<file path="src/rtl/freq_meas_sequencer.sv">
// freq_meas_sequencer: one gated edge-count measurement of i_fx per request, result offered over valid/ready
// Ports: clkout_50m/grst_n clock and async active-low reset; i_fx clock under test (async);
//   i_start single-shot request; i_auto continuous rearm; i_abort cancel; i_gate_sel gate length select;
//   i_ready result consumer; o_valid/o_count/o_ovf result; o_gate gate window; o_busy ARM/GATE/DONE.
module freq_meas_sequencer #(
  parameter int CNT_W = 32,
  parameter int GATE0 = 50_000_000,
  parameter int GATE1 = 5_000_000,
  parameter int GATE2 = 500_000,
  parameter int GATE3 = 50_000
) (
  input  logic             clkout_50m,
  input  logic             grst_n,
  input  logic             i_fx,
  input  logic             i_start,
  input  logic             i_auto,
  input  logic             i_abort,
  input  logic [1:0]       i_gate_sel,
  input  logic             i_ready,
  output logic             o_valid,
  output logic [CNT_W-1:0] o_count,
  output logic             o_ovf,
  output logic             o_gate,
  output logic             o_busy
);
  typedef enum logic [1:0] {IDLE, ARM, GATE, DONE} state_t;
  state_t state;
  logic fx_s1, fx_s2, fx_dly, strobe;
  logic [CNT_W-1:0] cnt, cnt_nxt;
  logic flag, flag_nxt;
  logic [31:0] timer, gate_len;
  assign strobe = fx_s2 & ~fx_dly;
  // saturating count: an edge arriving at all-ones is recorded as overflow instead of wrapping
  always_comb begin
    gate_len = i_gate_sel == 2'd0 ? 32'(GATE0) :
               i_gate_sel == 2'd1 ? 32'(GATE1) :
               i_gate_sel == 2'd2 ? 32'(GATE2) : 32'(GATE3);
    cnt_nxt  = cnt + CNT_W'(strobe & ~(&cnt));
    flag_nxt = flag | (strobe & (&cnt));
  end
  always_ff @(posedge clkout_50m or negedge grst_n) begin
    if (!grst_n) begin
      state   <= IDLE;
      fx_s1   <= 1'b0;
      fx_s2   <= 1'b0;
      fx_dly  <= 1'b0;
      cnt     <= '0;
      flag    <= 1'b0;
      timer   <= '0;
      o_valid <= 1'b0;
      o_count <= '0;
      o_ovf   <= 1'b0;
      o_gate  <= 1'b0;
      o_busy  <= 1'b0;
    end else begin
      fx_s1  <= i_fx;
      fx_s2  <= fx_s1;
      fx_dly <= fx_s2;
      case (state)
        IDLE: if (i_start | i_auto) begin
          state  <= ARM;
          o_busy <= 1'b1;
        end
        ARM: if (i_abort) begin
          state  <= IDLE;
          o_busy <= 1'b0;
        end else begin
          cnt    <= '0;
          flag   <= 1'b0;
          timer  <= gate_len - 32'd1;
          state  <= GATE;
          o_gate <= 1'b1;
        end
        GATE: if (i_abort) begin
          state  <= IDLE;
          o_gate <= 1'b0;
          o_busy <= 1'b0;
        end else begin
          cnt   <= cnt_nxt;
          flag  <= flag_nxt;
          timer <= timer - 32'd1;
          // last gate cycle: publish the count including this cycle's strobe
          if (timer == '0) begin
            state   <= DONE;
            o_gate  <= 1'b0;
            o_valid <= 1'b1;
            o_count <= cnt_nxt;
            o_ovf   <= flag_nxt;
          end
        end
        DONE: if (i_abort) begin
          state   <= IDLE;
          o_valid <= 1'b0;
          o_busy  <= 1'b0;
        end else if (i_ready) begin
          o_valid <= 1'b0;
          state   <= i_auto ? ARM : IDLE;
          o_busy  <= i_auto;
        end
        default: state <= IDLE;
      endcase
    end
  end
endmodule

</file>
<file path="config.mk">
export PLATFORM = sky130hd
export DESIGN_NAME = freq_meas_sequencer
export DESIGN_NICKNAME = d
export VERILOG_FILES = /design/src/rtl/freq_meas_sequencer.sv
export SDC_FILE = /design/constraint.sdc
export NUM_CORES = 1
export LEC_CHECK = 0
export ABC_CLOCK_PERIOD_IN_PS = 3200
export CORE_UTILIZATION = 53
export DETAILED_ROUTE_END_ITERATION = 10
export PLACE_DENSITY_LB_ADDON = 0.25
export SLEW_MARGIN = 20
export SYNTH_ARGS = -nofsm -noshare
export SYNTH_HDL_FRONTEND = slang
export SYNTH_SLANG_ARGS = --single-unit
</file>
<file path="constraint.sdc">
create_clock -name clkout_50m -period 3.2 [get_ports clkout_50m]
set_input_delay 0.48 -clock clkout_50m [delete_from_list [all_inputs] [get_ports clkout_50m]]
set_output_delay 0.48 -clock clkout_50m [all_outputs]
set_load 0.02 [all_outputs]
</file>
## After elaboration in Yosys (flattened, before gate mapping)

Index checks and enable logic that the tools add are counted.

- Register bits: 106
- Output and inout port bits: 36
- Logic and storage cells: 82

- Reductions and logical operators: 13
- Eq/ne operators: 12
- Multiplexer cells: 34
- Bitwise operators: 8
- Add/sub/neg operators: 3

Operator list:

| cell | count |
|---|---|
| 32-bit 2-to-1 mux | 4 |
| 32-bit one-hot mux with 2 select lines | 2 |
| 32-bit adder | 1 |
| 1-bit by 32-bit bitwise AND with 32-bit output | 1 |
| 32-bit logical NOT | 1 |
| 1-bit NOT with 32-bit output | 1 |
| 32-bit AND reduction | 1 |
| 32-bit by 1-bit subtractor with 32-bit output (second input constant) | 1 |
| 26-bit by 1-bit subtractor with 27-bit output (second input constant) | 1 |
| 26-bit 2-to-1 mux | 1 |
| 23-bit 2-to-1 mux | 1 |
| 19-bit 2-to-1 mux | 1 |
| 3-bit AND reduction | 5 |
| 1-bit 2-to-1 mux | 14 |
| 2-bit 2-to-1 mux | 6 |
| 2-bit != test (second input constant) | 4 |
| 2-bit one-hot mux with 4 select lines | 1 |
| 2-bit == test (second input constant) | 3 |
| 3-bit != test (second input constant) | 2 |
| 1-bit one-hot mux with 2 select lines | 3 |
| 2-bit by 1-bit == test with 1-bit output (second input constant) | 2 |
| 2-bit logical NOT | 2 |
| 4-bit AND reduction | 1 |
| 2-bit nonzero test | 2 |
| 6 further kinds | 9 |

## Logic depth before layout (Yosys ltp)

Gate-level depths: netlist (run 1).

- Depth after elaboration: 7
- Gate-level depth with buffers: 14

## Worst setup path before layout (run 1)

OpenSTA, ideal clock, no wires.

- Kind: reg-to-reg
- From: register cnt[8]
- To: register cnt[28]
- Clock period less this slack: 3.141 ns
- Data required time: 3.075 ns
- Library setup time: 0.125 ns
- Data arrival time: 3.017 ns
- Cell stages (with the launch flop): 15
- Path slack: 0.059 ns
- Cells stage by stage: dfrtp_1 -> clkbuf_1 -> nand3_1 -> nor3_1 -> nand3_1 -> nor2_1 -> nor2_1 -> ha_1 -> ha_1 -> and3_1 -> clkbuf_1 -> nand3_1 -> nor4_1 -> and2_1 -> mux2_2

- Longest elaborated chain between the ends: 6

RTL lines:

| element | line | RTL |
|---|---|---|
| from (decl) | 29 | `logic [CNT_W-1:0] cnt, cnt_nxt;` |
| from (signal assigned) | 79 | `cnt <= cnt_nxt;` |
| 32-bit AND reduction | 38 | `cnt_nxt = cnt + CNT_W'(strobe & ~(&cnt));` |
| 1-bit NOT with 32-bit output | 38 |  |
| 1-bit by 32-bit bitwise AND with 32-bit output | 38 |  |
| 32-bit adder (*) | 38 |  |
| 32-bit 2-to-1 mux (*) | 74 | `GATE: if (i_abort) begin` |
| 32-bit one-hot mux with 2 select lines (*) | 59 | `case (state)` |

Mark *: on every way between the ends. The rest lies on a longest branch, timed or not. The select of a mux whose other input is x is not followed.
A chain may end at the register's enable or synchronous reset.

## Final worst setup path (run 1)

- From: register cnt[18]
- To: register cnt[26]

The elaborated chain is that of the path after synthesis.

==> PnR_summary.wiki, run 1 <==
{| class="wikitable"
! Metric !! Value
|-
| Final layout net count || 721
|-
| CTS max path bufs || 2
|-
| Via-to-Cell Ratio || 6.10
|-
| Max Clock Freq || 336 MHz
|-
| Sink Count || 106
|-
| Number of endpoints failing setup at the final stage || 0
|-
| Arr. time, crit path || 3.25 ns
|-
| Run status || finished clean
|-
| Synthesized netlist net count || 699
|-
| Share of cells above drive strength 1 || 7.85%
|-
| Share of total power consumed by net switching || 38.0%
|-
| Count of state elements after synthesis || 106
|-
| Starting DRT DRC Count || 299
|-
| Share of total power in the clock network || 21.1%
|-
| Launching element type of the critical path || flop
|-
| RSZ-0062 raised after global routing || false
|-
| Via count of the routed design || 5134
|-
| Asr flop ratio synth || 100%
|-
| Die span in y || 108 um
|-
| Root Buffer || clkbuf_8
|-
| Worst clock skew || 0.00950 ns
|-
| Count of TritonRoute iterations in the first routing pass || 5
|-
| GR Overflow Total || 0
|-
| Maximum number of pins on one net before global-route repair || 60
|-
| Largest driver fanout on the critical path || 9
|-
| CTS tree || built
|-
| DPL Wire Length || 9.58 mm
|-
| Cell variety after synth || 57
|-
| Transition time of the tightest slew-check pin || 0.772 ns
|-
| Final GP Congestion || 0.878
|-
| Final Hold Viols || 0
|-
| Final period utilization || 93.1%
|-
| Area grow syn2layout || 12.8%
|-
| Kind of end point of the critical path || flop
|-
| Number of maximum-capacitance violations || 0
|-
| Count of unresolved DRC violations after routing || 0
|-
| Min Clock Period, post-route || 2.98 ns
|-
| Static leakage || 2.70 nW
|-
| Startpoint-to-endpoint class of the critical path || flop to flop
|-
| H-tree levels || 3
|-
| Clock slew seen by the registers of the worst setup and hold paths || 0.10 ns
|-
| Slowest stage delay, CP || 0.47 ns
|-
| Logic pwr share || 33.2%
|-
| Post-detailed-route count of antenna-violating nets || 0
|-
| Inserted Diodes || 0
|-
| Via count of the first global-routing pass || 5058
|-
| Peak ir drop on the vdd network || 488 uV
|-
| Setup total negative slack || 0 ns
|-
| Final-layout fill cell count || 965
|-
| Reg-to-Reg Start || cnt[18]
|-
| Pwr dens || 557 nW/um^2
|-
| Initial core utilization || 54.6%
|-
| Post-synthesis instance total || 674
|-
| Skew-Pair Late Insertion Delay || 0.38 ns
|-
| First-pass GRT wire length || 23.6 mm
|-
| Placeable core region || 10900 um^2
|-
| Slowest cell on the critical path || dfrtp_2
|-
| Number of synthesized flops with an enable pin || 0
|-
| Seq/Total Area, Yosys || 44.6%
|-
| Clock buffers created by TritonCTS || 9
|-
| Placement row count || 38
|-
| Yosys warning count || 0
|-
| Power spent charging and discharging nets || 1.42 mW
|-
| Aggregate routed wire length || 13.9 mm
|-
| Share of the core filled with cells in the final layout || 61.6%
|-
| Required time of the worst setup path || 3.48 ns
|-
| RR Endpoint || cnt[26]
|-
| Reg-to-reg slack, setup || 0.22 ns
|-
| Cells along the critical path || nand4_1, nor4_2, nand3_1, nor2_1, nor2_1, ha_1, ha_1, and3_1, nand3_1, nor4_2, o21ai_0, mux2_2
|-
| Boundary pin count || 45
|-
| Initial antenna violation count || 0
|-
| Floorplan die width || 108 um
|-
| Predominant post-synthesis flop cell || dfrtp_1
|-
| Overall Global Routing Usage || 25.7%
|-
| Netlist area before placement || 5950 um^2
|-
| Worst reg2reg path depth || 12
|-
| Die outline area || 11600 um^2
|-
| WL/cell || 16.5 um
|-
| Mapped Avg Cell Area || 8.82 um^2
|-
| Total internal power || 2.32 mW
|-
| Port buffer count || 44
|-
| Worst min path class || input pin to async pin
|-
| Relative slew slack || 48.5%
|-
| Final slew viol count || 0
|-
| Register share of total power || 45.7%
|}
synthesized netlist by cell type (3+ instances only):
| cell type | count | area [um^2] |
|---|---|---|
| nor4_1 | 17 | 106 |
| a21oi_1 | 41 | 205 |
| or4_1 | 8 | 60.1 |
| dfrtp_1 | 106 | 2650 |
| nand3_1 | 23 | 115 |
| nor3_1 | 15 | 75.1 |
| a22o_1 | 3 | 26.3 |
| nor2_1 | 45 | 169 |
| o21ai_0 | 75 | 375 |
| clkbuf_1 | 41 | 154 |
| ha_1 | 16 | 200 |
| o22ai_1 | 18 | 113 |
| o22a_1 | 3 | 26.3 |
| nand2b_1 | 4 | 25.0 |
| o211ai_1 | 3 | 22.5 |
| mux2i_1 | 10 | 100 |
| nor2b_1 | 6 | 37.5 |
| a31oi_1 | 6 | 37.5 |
| xor2_1 | 14 | 123 |
| and2_1 | 5 | 31.3 |
| or3_1 | 11 | 68.8 |
| xnor2_1 | 18 | 158 |
| a2bb2oi_1 | 4 | 35.0 |
| inv_1 | 21 | 78.8 |
| nor3b_1 | 4 | 30.0 |
| nand2_1 | 75 | 282 |
| nand4_1 | 18 | 113 |
| and3_1 | 6 | 37.5 |
| mux2_2 | 8 | 90.1 |
| o31ai_1 | 15 | 113 |
sequential cells by signal, summed over array words and instances, names as in the netlist, 2 cells and up:
register,count
cnt,32
o_count,32
timer,32
state,2
cell type report:
class                           instances  area (um^2)  share of cell area [%]
Tap cell                              140          175                    2.61
Multi-Input combinational cell        498         3040                    45.3
Inverter                               22         82.6                    1.23
Clock buffer                           12          155                    2.31
Timing Repair Buffer                   59          576                    8.58
Sequential cell                       106         2660                    39.6
Clock inverter                          4         26.3                   0.392
logic make-up after synthesis:
family          synth area share [%]
compound gates                  17.9
xor+xnor                        4.71
fa+ha+maj                       3.37
buf+inv                         4.73
flops                           44.6
mux                             3.20
simple gates                    21.4
worst max-delay path by stage:
stage / start / endpoint / slack [ns] / cells past startpoint
floorplan: cnt[8] / cnt[28] / 0.06 / 14
global placement: cnt[4] / cnt[28] / 0.36 / 12
detailed placement: cnt[18] / cnt[26] / 0.14 / 12
CTS: cnt[18] / cnt[26] / 0.12 / 12
global route: cnt[7] / cnt[28] / 0.004 / 12
finish: cnt[18] / cnt[26] / 0.22 / 12
timing repair:
action                     4_1_cts  5_1_grt
hold buffers                     0        0
setup endpoints to repair        0        6
buffers inserted                 0        0
gates resized for setup          0        6
metal layers:
layer | global-route usage, % | vias up | share of wire, %
met2 | 45.0 | 140 | 51
met3 | 3.57 | 30 | 3.9
met4 | 12.4 | 0 | 2.8
li1 | - | 2466 | -
met5 | 0 | - | 0
met1 | 31.2 | 2498 | 42
cells in the final DEF (no fill, tap or decap), types with 16 or more instances in the layout:
cell type / count
nand3_1: 23
ha_1: 16
dfrtp_1: 104
o21ai_0: 75
nand4_1: 18
o22ai_1: 18
inv_1: 21
a21oi_1: 41
nor2_1: 45
nand2_1: 75
clkdlybuf4s50_1: 43
xnor2_1: 18
power by group through the flow:
stage	clock, mW	combinational [mW]	sequential [mW]
CTS	0.812	1.24	1.70
finish	0.789	1.24	1.71
floorplan	0	0.952	1.67
global placement	0	1.18	1.71
detailed placement	0	1.23	1.73
global route	0.859	1.39	1.74
critical path, delay by kind of cell (launching register included):
family / cells / cell delay (ns)
flops: 1 / 0.47
compound gates: 1 / 0.16
simple gates: 8 / 1.43
fa+ha+maj: 2 / 0.52
mux: 1 / 0.29
through the flow:
| stage | instances | total power, mW | setup WS (ns) | instance area (um^2) | hold WS, ns |
|---|---|---|---|---|---|
| global route | 841 | 3.99 | 0.00440 | 6710 | 0.166 |
| CTS | 841 | 3.75 | 0.122 | 6690 | 0.140 |
| finish | 841 | 3.74 | 0.221 | 6710 | 0.109 |
| detailed placement | 825 | 2.96 | 0.141 | 6500 | 0.340 |
| global placement | 825 | 2.90 | 0.357 | 6500 | 0.336 |
| floorplan | 674 | 2.62 | 0.0587 | 5950 | 0.184 |
No activity file was read; power rests on OpenSTA's default activity.
==> inputs of run 2 (changes only) <==
--- a/config.mk
+++ b/config.mk
@@ -6,8 +6,9 @@
 export NUM_CORES = 1
 export LEC_CHECK = 0
 export ABC_CLOCK_PERIOD_IN_PS = 3200
-export CORE_UTILIZATION = 53
+export CORE_UTILIZATION = 45
 export DETAILED_ROUTE_END_ITERATION = 10
+export HOLD_SLACK_MARGIN = 0.12
 export PLACE_DENSITY_LB_ADDON = 0.25
 export SLEW_MARGIN = 20
 export SYNTH_ARGS = -nofsm -noshare
==> PnR_summary.wiki, run 2 (synthesis results as in run 1) <==
{| class="wikitable"
! Metric !! Value
|-
| GR Overflow Total || 0
|-
| Final non-filler cell total || 878
|-
| Share of cells above drive strength 1 || 8.36%
|-
| Startpoint-to-endpoint class of the critical path || flop to flop
|-
| Launching element type of the critical path || flop
|-
| Min Clock Period, post-route || 3.03 ns
|-
| Number of endpoints failing setup at the final stage || 0
|-
| Static leakage || 2.80 nW
|-
| Boundary pin count || 45
|-
| Pwr dens || 617 nW/um^2
|-
| First-pass GRT wire length || 23.9 mm
|-
| Worst min path class || input pin to async pin
|-
| Initial antenna violation count || 0
|-
| Post-route worst hold slack || 0.141 ns
|-
| Required time of the worst setup path || 3.45 ns
|-
| Max Clock Freq || 330 MHz
|-
| Most common library cell in the layout ignoring fill and taps || dfrtp_1
|-
| Via count of the first global-routing pass || 4885
|-
| Die span in y || 117 um
|-
| Final GP Congestion || 0.857
|-
| Final Hold Viols || 0
|-
| Overall Global Routing Usage || 22.8%
|-
| Inserted Diodes || 0
|-
| Placement row count || 41
|-
| Transition time of the tightest slew-check pin || 0.835 ns
|-
| Sink Count || 106
|-
| Via count of the routed design || 5150
|-
| Kind of end point of the critical path || flop
|-
| Worst Setup SP || cnt[18]
|-
| Die outline area || 13700 um^2
|-
| Reg-to-Reg Start || cnt[18]
|-
| Placeable core region || 12800 um^2
|-
| Hold-fix buffers at CTS || 0
|-
| CTS max path bufs || 2
|-
| Count of unresolved DRC violations after routing || 0
|-
| Port buffer count || 44
|-
| Worst clock skew || 0.0103 ns
|-
| Maximum number of pins on one net before global-route repair || 48
|-
| Via-to-Cell Ratio || 5.87
|-
| Peak ir drop on the vdd network || 467 uV
|-
| Final slew viol count || 0
|-
| Number of placed instances, taps included || 861
|-
| Run status || finished clean
|-
| Final period utilization || 94.8%
|-
| Post-layout worst setup margin || 0.167 ns
|-
| Floorplan die width || 117 um
|-
| DPL Wire Length || 10.1 mm
|-
| Clock buffers created by TritonCTS || 9
|-
| Final layout net count || 726
|-
| Post-placement worst setup slack || 0.134 ns
|-
| H-tree levels || 3
|-
| Number of maximum-capacitance violations || 0
|-
| WL/cell || 16.5 um
|-
| CTS tree || built
|-
| Skew-Pair Late Insertion Delay || 0.35 ns
|-
| Arr. time, crit path || 3.28 ns
|-
| Root Buffer || clkbuf_16
|-
| Leading cell types in the layout, fill and taps excluded || 106 x dfrtp_1, 75 x nand2_1, 75 x o21ai_0, 44 x nor2_1, 43 x clkdlybuf4s50_1
|-
| Registers with the highest flip-flop counts || cnt x32, o_count x32, timer x32
|-
| Starting DRT DRC Count || 316
|-
| Count of TritonRoute iterations in the first routing pass || 4
|-
| Largest driver fanout on the critical path || 9
|-
| Post-detailed-route count of antenna-violating nets || 0
|-
| Clock slew seen by the registers of the worst setup and hold paths || 0.08 ns
|-
| Initial core utilization || 46.5%
|-
| Relative slew slack || 43.8%
|-
| Area grow syn2layout || 16.7%
|-
| Aggregate routed wire length || 14.5 mm
|}
==> run 2: cell count changes in the layout (fill, tap and decap cells not counted), moves of 2 or more <==
cell / previous run / this run
buf_12: 2 / 0
buf_4: 14 / 21
bufinv_16: 0 / 3
clkbuf_16: 0 / 9
clkbuf_8: 11 / 2
clkinv_2: 2 / 0
dfrtp_1: 104 / 106
dfrtp_2: 2 / 0
inv_6: 0 / 2
==> run 2: worst max-delay path, stage by stage (launching register included) <==
cell	delay, ns
dfrtp_1	0.47
nand4_1	0.25
nor4_2	0.09
nand3_1	0.13
nor2_1	0.05
nor2_1	0.10
ha_1	0.23
ha_1	0.29
and3_1	0.38
nand3_1	0.22
nor4_2	0.33
o21ai_0	0.13
mux2_2	0.28
==> run 2: layout make-up <==
cell class	instances	area, um^2
sequential	106	2650
clock inverter	5	108
multi-input combinational	498	3040
clock buffer	11	253
inverter	22	82.6
fill	1166	5840
timing repair buffer	64	588
tap	172	215
==> run 2: final timing paths <==
| check | to | slack [ns] | cells after the start |
|---|---|---|---|
| hold reg to reg | fx_s2 | 0.35 | 0 |
| hold / removal | o_count[26] | 0.14 | 1 |
| max in group asynchronous | timer[14] | 2.28 | 2 |
| min in group clkout_50m | fx_s2 | 0.35 | 0 |
| setup reg to reg | cnt[28] | 0.17 | 12 |
| setup / recovery | cnt[28] | 0.17 | 12 |
==> run 2: per-stage QoR <==
stage          area (um^2)  TNS (ns)  utilization, %  power [mW]
3_5_place_dp          6550         0            51.2        2.96
5_1_grt               6940   -0.0463            54.3        4.54
6_report              6940         0            54.3        4.28
2_1_floorplan         5950         0               -        2.62
3_3_place_gp          6550         0            51.2        2.90
4_1_cts               6910         0            54.1        4.30
==> run 2: routing by layer <==
layer | wire, um | track usage [%] | up-vias
met4 | 326 | 8.35 | 0
met5 | 0 | 0 | -
li1 | - | - | 2489
met3 | 629 | 5.05 | 30
met1 | 6410 | 28.5 | 2481
met2 | 7090 | 38.9 | 150
==> run 2: what timing repair did <==
item | 4_1_cts | 5_1_grt
setup buffers | 0 | 1
setup endpoints to repair | 0 | 10
resized for setup | 0 | 5
==> run 2: power breakdown <==
part | internal (mW) | switching, mW
logic | 0.482 | 0.760
clock network | 0.814 | 0.511
registers | 1.50 | 0.212
total | 2.80 | 1.48
